--- config.mk ---
export PLATFORM = sky130hd
export DESIGN_NAME = hazard_ctrl
export DESIGN_NICKNAME = d
export VERILOG_FILES = /design/src/rtl/hazard_ctrl.sv
export SDC_FILE = /design/constraint.sdc
export NUM_CORES = 1
export LEC_CHECK = 0
export BUFFER_PORTS_ARGS = -buffer_cell sky130_fd_sc_hd__buf_2
export CAP_MARGIN = 20
export CORE_UTILIZATION = 50
export CTS_CLUSTER_SIZE = 28
export DETAILED_ROUTE_END_ITERATION = 10
export PLACE_DENSITY = 0.79
export SYNTH_ARGS = -nofsm -noshare
export SYNTH_HDL_FRONTEND = slang
export SYNTH_SLANG_ARGS = --single-unit
--- constraint.sdc ---
create_clock -name clk -period 3 [get_ports clk]
set_clock_uncertainty 0.05 [all_clocks]
set_input_delay 0.6 -clock clk [delete_from_list [all_inputs] [get_ports clk]]
set_output_delay 0.6 -clock clk [all_outputs]
set_load 0.05 [all_outputs]
--- src/rtl/hazard_ctrl.sv ---
// IF/ID, PC and ID/EX sequencing for the 5-stage core: load-use stalls,
// taken-branch squash, MUL/DIV front-end stall, and a saturating stall counter.
module hazard_ctrl #(
  parameter int unsigned MDU_LATENCY = 4,
  parameter int unsigned CNT_W       = 16
) (
  input  logic             clk,
  input  logic             reset,
  input  logic [4:0]       id_rs,
  input  logic [4:0]       id_rt,
  input  logic             id_uses_rs,
  input  logic             id_uses_rt,
  input  logic             id_is_muldiv,
  input  logic             ex_memread,
  input  logic [4:0]       ex_rt,
  input  logic             branch_taken,
  output logic             pc_hold,
  output logic             ifid_hold,
  output logic             ifid_flush,
  output logic             idex_bubble,
  output logic             mdu_start,
  output logic             mdu_abort,
  output logic             mdu_busy,
  output logic [CNT_W-1:0] stall_cnt
);

  typedef enum logic [1:0] {RUN, MDU_BUSY, MDU_DONE} state_e;

  state_e             state_q, state_d;
  logic [7:0]         cnt_q, cnt_d;
  logic [CNT_W-1:0]   stall_cnt_q;
  logic               lu;
  logic               hold_c, flush_c, bubble_c, start_c, abort_c, busy_c;

  assign lu = ex_memread && (ex_rt != 5'd0) &&
              ((id_uses_rs && (id_rs == ex_rt)) || (id_uses_rt && (id_rt == ex_rt)));

  always_comb begin
    state_d  = state_q;
    cnt_d    = cnt_q;
    hold_c   = 1'b0;
    flush_c  = 1'b0;
    bubble_c = 1'b0;
    start_c  = 1'b0;
    abort_c  = 1'b0;
    busy_c   = 1'b0;
    case (state_q)
      RUN, MDU_DONE: begin
        state_d = RUN;
        if (branch_taken) begin
          flush_c  = 1'b1;
          bubble_c = 1'b1;
        end else if (lu) begin
          hold_c   = 1'b1;
          bubble_c = 1'b1;
        end else if (id_is_muldiv && state_q == RUN) begin
          // MDU_DONE still holds the same MUL/DIV in ID, so it must not re-issue
          start_c  = 1'b1;
          hold_c   = 1'b1;
          bubble_c = 1'b1;
          cnt_d    = 8'(MDU_LATENCY - 1);
          state_d  = MDU_BUSY;
        end
      end
      MDU_BUSY: begin
        busy_c   = 1'b1;
        bubble_c = 1'b1;
        if (branch_taken) begin
          abort_c = 1'b1;
          flush_c = 1'b1;
          cnt_d   = 8'd0;
          state_d = RUN;
        end else begin
          hold_c = 1'b1;
          if (cnt_q != 8'd0) cnt_d   = cnt_q - 8'd1;
          else               state_d = MDU_DONE;
        end
      end
      default: begin
        state_d = RUN;
        cnt_d   = 8'd0;
      end
    endcase
  end

  always_ff @(posedge clk or posedge reset) begin
    if (reset) begin
      state_q     <= RUN;
      cnt_q       <= 8'd0;
      stall_cnt_q <= '0;
    end else begin
      state_q <= state_d;
      cnt_q   <= cnt_d;
      if (hold_c && stall_cnt_q != {CNT_W{1'b1}})
        stall_cnt_q <= stall_cnt_q + CNT_W'(1);
    end
  end

  assign pc_hold     = hold_c   & ~reset;
  assign ifid_hold   = hold_c   & ~reset;
  assign ifid_flush  = flush_c  & ~reset;
  assign idex_bubble = bubble_c & ~reset;
  assign mdu_start   = start_c  & ~reset;
  assign mdu_abort   = abort_c  & ~reset;
  assign mdu_busy    = busy_c   & ~reset;
  assign stall_cnt   = stall_cnt_q;

endmodule

==> run_results.csv <==
group,metric,value,unit
run_status,status,"completed",
power,p_sw_frac,0.4592,
route,post_drt_wl_per_cell,13.85,µm
cts,cts_made_buffers,3,
power,p_clk_frac,0.110,
synth,synthMuxAreaShare,0.007395,
placed_design,hpwlAfterDp,2522,µm
global_route,grt.total_usage,0.2158,
global_route,grt_max_degree,27,
synth,synth_edf_count,0,
synth,syn_area,1523,µm²
synth,ys_types,37,
synth,synth_area_leader_cell,"dfrtp_1",
sta,rsz0062_at_grt,"false",
route,final_antenna_net_count,0,
placed_design,place_inst,230,
setup_path,arrival,2.23,ns
placed_design,placed_area,1768,µm²
synth,ys_ff_latch,26,
floorplanning,fp-row-count,19,
power,combPwrFrac,0.461,
floorplanning,die_height,57.19,µm
synth,ys_async_sr_fraction,1.000,
cts,ctsHoldBuffers,0,
cts,cts_root_buf,"clkbuf_4",
synth,synth-simple-area-share,0.2440,
layout,area_growth,17.58,%
cts,insertion_delay,0.32,ns
placed_design,port_buffers,44,
sta,finalSetupViolations,0,
synth,synthTopCellsByArea,"dfrtp_1 43%, xor2_1 13%, xnor2_1 4.6%",
layout,nNetsFinal,229,
synth,yosysSeqAreaShare,0.4273,
setup_path,crit_type,"primary input to output port",
layout,postLayoutCellArea,1790,µm²
cts,postCtsSetupBuffers,0,
synth,synthFlopType,"dfrtp_1",
global_route,grt_pass1_wl,5471,µm
global_route,overflow,0,
floorplanning,core_area,2829,µm²
placed_design,gp_congestion,0.7987,
floorplanning,ios,45,
synth,netlist.area_leader.share,0.4273,
sta,hold_violations,0,
synth,synth_top_family_by_area,"simple AND/OR/NAND/NOR gates",
route,drtIter0Drc,60,
sta,worstMarginPinSlew,0.9615,ns
power,power_switching,609.7,µW
route,drtPass1Iterations,5,
sta,final_max_slew_viol_count,0,
synth,synthCells,158,
floorplanning,die_w,57.19,µm
layout,fill_cells,249,
placed_design,place_ws,0.1756,ns
power,p_int,717.9,µW
setup_path,end_kind,"output port",
cts,htreeDepth,1,
sta,fin_ws,0.1230,ns
synth,synth_compound_area_frac,0.07888,
setup_path,worstPathMaxFanout,4,
layout,drive_gt1_frac,0.2921,
layout,post-route-util,0.6329,
power,powerDensity,741.5,nW/µm²
flow_run,timing.max_cap.violations,0,
layout,diodes,0,
sta,fmax,347.6,MHz
floorplanning,dieArea,3270,µm²
power,p_leak,0.9150,nW
cts,clk_pin_slew,0.14,ns
cts,cts.sinks,26,
cts,cts_resized,0,
global_route,grt_antenna_before_repair,0,
route,viasPerCell,5.644,
synth,ys_top_cells_by_count,"26 x dfrtp_1, 23 x xor2_1, 15 x nor2_1",
sta,period_minus_slack,2.877,ns
synth,syn_area_per_cell,9.637,µm²
synth,syn_nets,183,
cts,max-clock-path-buffers,2,
route,drt-total-wl,3227,µm
sta,period_share,0.9590,
sta,tns,0,ns
route,vias,1315,
synth,synth-xor-area-share,0.1783,
layout,final_cells,233,
route,drc,0,
power,power_frac_seq,0.429,
worst_hold_path,hold_path.class,"primary input to asynchronous set/reset pin",
floorplanning,start_util,0.5383,
setup_path,startpoint_type,"primary input",
power,vdd_drop_max,525.5,µV
sta,max_slew_margin,0.3583,
synth,yosys_warnings,0,
global_route,grt_pass1_vias,1290,
synth,yosys.area_share.adder,0.02465,
synth,synth.most_common_cell,"dfrtp_1",
setup_path,cp.required,2.35,ns
cts,cts_tree,"built",
setup_path,reg2reg_depth,7,
[flip-flops by register name, indices dropped and copies added, names as in the netlist]
name       cells
cnt_q          8
state_q        2
stall_cnt     16
[placed cells by master (no fill, tap or decap), types with 2 or more instances in the layout]
| master | Yosys | layout |
|---|---|---|
| nand2_1 | 11 | 11 |
| nand4_1 | 4 | 4 |
| o211ai_1 | 2 | 2 |
| inv_1 | 9 | 9 |
| clkbuf_4 | 0 | 3 |
| nor4_1 | 6 | 6 |
| nand3_1 | 7 | 7 |
| xnor2_1 | 8 | 8 |
| buf_2 | 0 | 44 |
| or3_1 | 3 | 3 |
| ha_1 | 3 | 3 |
| nor3_1 | 12 | 12 |
| a21oi_1 | 4 | 4 |
| xor2_1 | 23 | 23 |
| dfrtp_1 | 26 | 26 |
| and3_1 | 2 | 2 |
| nor2_1 | 15 | 15 |
[layout make-up]
cell class | instances | area (µm²) | share of cell area
multi-input cells | 119 | 817.0 | 0.4563
inverters | 9 | 33.78 | 0.01887
flip-flops and latches | 26 | 650.6 | 0.3634
clock buffers | 3 | 22.52 | 0.01258
well taps | 31 | 38.79 | 0.02166
repair buffers | 45 | 227.7 | 0.1272
[power groups by stage]
| stage | Clock (mW) | Combinational, mW | Sequential (mW) |
|---|---|---|---|
| floorplan | 0 | 0.363 | 0.690 |
| global placement | 0 | 0.599 | 0.568 |
| detailed placement | 0 | 0.615 | 0.577 |
| CTS | 0.149 | 0.618 | 0.569 |
| global route | 0.158 | 0.678 | 0.587 |
| finish | 0.146 | 0.612 | 0.569 |
[path summary, 6_finish.rpt]
check | from | endpoint | slack (ns)
worst min-delay path | reset | state_q[1] | 0.46
min in group clk | stall_cnt[13] | stall_cnt[13] | 0.47
max in group asynchronous | reset | cnt_q[4] | 1.84
worst min register to register | stall_cnt[13] | stall_cnt[13] | 0.47
worst max-delay path | ex_rt[2] | pc_hold | 0.12
worst max register to register | stall_cnt[0] | stall_cnt[1] | 0.66
[cell families after synthesis]
logic type	count (synthesis)
buf+inv	13
compound gates	14
simple gates	70
mux	1
fa+ha+maj	3
flops	26
xor+xnor	31
[per-layer routing]
metal / wire, µm / part of all wire / global-route usage
met4: 51 / 0.016 / 0.1010
met5: 0 / 0 / 0
met2: 1714 / 0.53 / 0.3815
met1: 1341 / 0.42 / 0.2584
met3: 119 / 0.037 / 0.03175
[critical path, stage by stage]
cell     delay (ns)
buf_2          0.12
xor2_1         0.16
nor4_1         0.42
a32oi_1        0.21
o21a_1         0.26
nor3b_2        0.17
buf_2          0.28
[per-stage QoR]
stage                     hold WS (ns)  total power [mW]
final                           0.4551             1.328
after detailed placement        0.4430             1.192
after CTS                       0.4625             1.336
after global placement          0.4252             1.167
after floorplan                 0.4462             1.053
after global routing            0.4797             1.423
Power figures use the tool's default switching activity.
